<file path="config.mk">
export PLATFORM = sky130hd
export DESIGN_NAME = ringbuffer_readout
export DESIGN_NICKNAME = d
export VERILOG_FILES = /design/src/rtl/ringbuffer_readout.sv
export SDC_FILE = /design/constraint.sdc
export NUM_CORES = 1
export LEC_CHECK = 0
export CAP_MARGIN = 20
export CORE_ASPECT_RATIO = 2
export CORE_UTILIZATION = 51
export CTS_CLUSTER_SIZE = 40
export DETAILED_ROUTE_END_ITERATION = 8
export GPL_ROUTABILITY_DRIVEN = 0
export PLACE_DENSITY = 0.87
export SLEW_MARGIN = 20
export SYNTH_ARGS = -nofsm -noshare
export SYNTH_HDL_FRONTEND = slang
export SYNTH_SLANG_ARGS = --single-unit
</file>
<file path="constraint.sdc">
create_clock -name clk -period 2.6 [get_ports clk]
set_clock_uncertainty 0.2 [all_clocks]
set_input_delay 0.39 -clock clk [delete_from_list [all_inputs] [get_ports clk]]
set_output_delay 0.39 -clock clk [all_outputs]
set_load 0.02 [all_outputs]
</file>
<file path="src/rtl/ringbuffer_readout.sv">
// Read-side controller for the PMT sample ring buffer: on trigger, waits for the post-trigger
// samples, freezes the writer and streams a fixed window out on a valid/ready interface.
module ringbuffer_readout #(
  parameter int unsigned SIZE  = 8,
  parameter int unsigned WIDTH = 14,
  parameter int unsigned PRE   = 16,
  parameter int unsigned LEN   = 64
) (
  input  logic             clk,
  input  logic             rst,
  input  logic             trigger,
  input  logic [SIZE-1:0]  wr_ptr,
  output logic             wr_hold,
  output logic             rb_rd_en,
  output logic [SIZE-1:0]  rb_addr,
  input  logic [WIDTH-1:0] rb_data,
  output logic [WIDTH-1:0] dout,
  output logic             dout_valid,
  input  logic             dout_ready,
  output logic             dout_last,
  output logic             busy,
  output logic [7:0]       missed_trig
);

  typedef enum logic [1:0] {StIdle, StWait, StRead, StDrain} state_e;

  state_e          state;
  logic [SIZE-1:0] start_addr;
  logic [SIZE-1:0] end_addr;
  logic [SIZE-1:0] count;
  logic [SIZE-1:0] trig_start;
  logic            load;
  logic            last_load;

  // Sample at wr_ptr in the trigger cycle is the first post-trigger sample.
  assign trig_start = wr_ptr - SIZE'(PRE);
  assign load       = (state == StRead) && (!dout_valid || dout_ready);
  assign last_load  = load && (count == SIZE'(LEN - 1));

  always_ff @(posedge clk or posedge rst) begin
    if (rst) begin
      state       <= StIdle;
      start_addr  <= '0;
      end_addr    <= '0;
      count       <= '0;
      rb_addr     <= '0;
      rb_rd_en    <= 1'b0;
      wr_hold     <= 1'b0;
      dout        <= '0;
      dout_valid  <= 1'b0;
      dout_last   <= 1'b0;
      busy        <= 1'b0;
      missed_trig <= '0;
    end else begin
      if (trigger && (state != StIdle) && (missed_trig != 8'hff)) begin
        missed_trig <= missed_trig + 8'd1;
      end
      unique case (state)
        StIdle: begin
          if (trigger) begin
            start_addr <= trig_start;
            end_addr   <= trig_start + SIZE'(LEN);
            busy       <= 1'b1;
            state      <= StWait;
          end
        end
        StWait: begin
          // The write landing at end_addr on this edge is outside the window.
          if (wr_ptr == end_addr) begin
            wr_hold  <= 1'b1;
            rb_rd_en <= 1'b1;
            rb_addr  <= start_addr;
            count    <= '0;
            state    <= StRead;
          end
        end
        StRead: begin
          if (load) begin
            dout       <= rb_data;
            dout_valid <= 1'b1;
            dout_last  <= last_load;
            rb_addr    <= rb_addr + 1'b1;
            count      <= count + 1'b1;
            if (last_load) begin
              rb_rd_en <= 1'b0;
              state    <= StDrain;
            end
          end
        end
        StDrain: begin
          if (dout_ready) begin
            dout_valid <= 1'b0;
            dout_last  <= 1'b0;
            wr_hold    <= 1'b0;
            busy       <= 1'b0;
            state      <= StIdle;
          end
        end
        default: state <= StIdle;
      endcase
    end
  end

endmodule

</file>
==> impl_metrics.env <==
export IMPL_cts_buffer_depth=2
export IMPL_syn2layout_area_growth_pct=32.3
export IMPL_ys_flop_type="dfrtp_1"
export IMPL_worstPathCellList="clkdlybuf4s50_1, xor2_1, nor4_2, a21boi_2, buf_4, o311ai_0, o31ai_1"
export IMPL_fmax_mhz=414
export IMPL_ios=61
export IMPL_grt_pass1_wl_um=10700
export IMPL_dp_hpwl_um=4970
export IMPL_overflow=0
export IMPL_cpPeakStageDelay_ns=0.43
export IMPL_postSynthCellCount=263
export IMPL_r2r_cells=7
export IMPL_synth_cell_types=40
export IMPL_reg2reg_slack_ns=0.21
export IMPL_crit_required_ns=2.58
export IMPL_cts_buffers=5
export IMPL_syn_area_mm2=0.00282
export IMPL_ys_ff_latch=55
export IMPL_viasPerCell=5.94
export IMPL_final_util_pct=69.4
export IMPL_hold_viol=0
export IMPL_initial_core_util_pct=52.5
export IMPL_status="complete, no violations"
export IMPL_postRouteAntennaNets=0
export IMPL_syn_avg_cell_area_um2=10.7
export IMPL_cts_root_buf="clkbuf_8"
export IMPL_drc_errors=0
export IMPL_antenna_cells=0
export IMPL_rows=38
export IMPL_grt_max_degree=24
export IMPL_ys_warn_count=0
export IMPL_h_tree_depth=2
export IMPL_grt_pass1_vias=2344
export IMPL_grt_use_total_pct=25.4
export IMPL_rsz0062_at_grt="no"
export IMPL_power_leakage_nw=1.55
export IMPL_ctsHoldBuffers=0
export IMPL_cap_violations=0
export IMPL_cts_tree="built"
export IMPL_core_area_mm2=0.00537
export IMPL_cts_setup_buffers=0
export IMPL_nNetsFinal=372
export IMPL_finalNonFillerCells=398
export IMPL_worstSetupPathType="in -> reg"
export IMPL_layout_drive_gt1_share_pct=14.8
export IMPL_port_buffers=60
export IMPL_via_count=2364
export IMPL_die_area_mm2=0.00585
export IMPL_cts_sinks=55
export IMPL_setup_viol=0
export IMPL_die_height_um=107
export IMPL_drv_slew=0
export IMPL_arrival_ns=2.39
export IMPL_drtIter0Drc=74
export IMPL_critPathLaunchType="input port"
export IMPL_fin_crit_ns=2.41
export IMPL_insertion_delay_ns=0.31
export IMPL_wl_per_cell_um=16.5
export IMPL_grt_antenna_before_repair=0
export IMPL_post_route_period_util_pct=92.8
export IMPL_worstPathMaxFanout=13
export IMPL_vdd_drop_max_mv=0.754
export IMPL_first_pass_iters=6
export IMPL_hp_class="in -> async"
export IMPL_synthArstFlopShare_pct=100
export IMPL_powerDensity_mw_per_mm2=1190
export IMPL_yosysTopAreaCell="dfrtp_1"
export IMPL_finalWirelength_um=6550
export IMPL_crit_path_top_delay_cell="clkdlybuf4s50_1"
export IMPL_ys_top_cells_by_area="dfrtp_1 49%, mux2_2 8.4%, ha_1 4.0%, o21ai_0 3.9%, xor2_1 3.1%"
export IMPL_synth_seq_area_share_pct=48.8
export IMPL_end_kind="flop"
export IMPL_post_cts_resize_count=0
export IMPL_maxSlewHeadroom_pct=68.1
export IMPL_r2r_end="count[3]"
export IMPL_tns_ns=0
export IMPL_reg2reg_from="state[1]"
export IMPL_synth_edf_count=0
export IMPL_worstMarginPinSlew_ns=0.477
export IMPL_placed_cells=390
export IMPL_die_x_um=54.6
export IMPL_synth_nets=298
export IMPL_clk_pin_slew_worst_paths_ns=0.10
export IMPL_synth_top_area_share_pct=48.8
## flip-flops by register name, summed over array words and instances, names as in the netlist
signal       count
start_addr       8
wr_hold          1
rb_rd_en         1
end_addr         2
dout_last        1
dout_valid       1
busy             1
dout            14
count            8
state            2
rb_addr          8
missed_trig      8
## worst max-delay path by stage
stage               cells past startpoint      start    endpoint  slack [ns]
detailed placement                      7  wr_ptr[4]    count[5]       -0.06
finish                                  7  wr_ptr[4]    count[3]        0.19
global route                            7   state[1]    count[3]        0.04
floorplan                               8   state[0]  rb_addr[7]        0.36
global placement                        7  wr_ptr[4]    count[3]        0.02
CTS                                     7  wr_ptr[4]    count[3]        0.19
## layer usage
layer  GRT usage (%)  vias up  routed length, um
met5               0        -                  0
met4            11.7        0                199
met3            4.11       19                292
met2            44.5       83               3690
met1            28.2     1156               2370
li1                -     1106                  -
## kinds of logic after synthesis
family / synth area share (%)
simple gates: 15.1
compound gates: 13.7
flops: 48.8
mux: 9.81
xor+xnor: 5.90
buf+inv: 2.71
fa+ha+maj: 3.99
## through the flow
step	hold slack (ns)	area [um^2]	setup slack, ns	total power, mW
after global routing	0.241	3730	0.0437	4.70
final	0.202	3730	0.187	4.43
after CTS	0.210	3730	0.189	4.45
after global placement	0.288	3600	0.0153	3.69
after detailed placement	0.296	3600	-0.0646	3.77
after floorplan	0.251	2820	0.356	2.85
## power breakdown
group | internal, mW | switching (mW) | leakage [nW] | total (mW)
logic | 1.08 | 1.13 | 0.826 | 2.22
clock network | 0.385 | 0.280 | 0.0654 | 0.665
registers | 1.21 | 0.334 | 0.660 | 1.54
## cell type report
class                           instances  area (um^2)
Clock buffer                            6         72.6
Inverter                                9         33.8
Fill cell                             424         1640
Clock inverter                          2         60.1
Multi-Input combinational cell        190         1370
Timing Repair Buffer                   76          746
Sequential cell                        55         1380
Tap cell                               60         75.1
## placed cells by master, fill, tap and decap left out, drive strengths merged, types with 6 or more instances in the layout
master,count
a21oi,11
buf,16
clkbuf,6
clkdlybuf4s50,60
dfrtp,55
ha,9
inv,9
mux2,21
nand2,19
nand2b,8
nand3,11
nand4,8
nor2,11
o21ai,22
xnor2,9
xor2,10
## cells in the mapped netlist (all sizes together) (2+ instances only)
cell type and number:
nor2 11, nand2b 8, and4 2, nor2b 2, xnor2 9, or4 3, buf 3, a2bb2oi 2
o211ai 3, a21oi 11, o31ai 5, and3 5, nand4 8, nor3 4, a221o 2, ha 9
o21ai 22, nand2 19, nand3 11, mux2 21, a31oi 2, dfrtp 55, mux2i 4, o221ai 2
o311ai 4, xor2 10, nor4 2, inv 9, clkbuf 6, nand3b 2
## critical path: cells and delay by family
kind,cells,cell delay [ns]
AND/OR/NAND/NOR,1,0.41
buffers and inverters,2,0.65
XOR/XNOR,1,0.18
AO/OA/AOI/OAI,3,0.76
(Power assumes the default switching activity.)
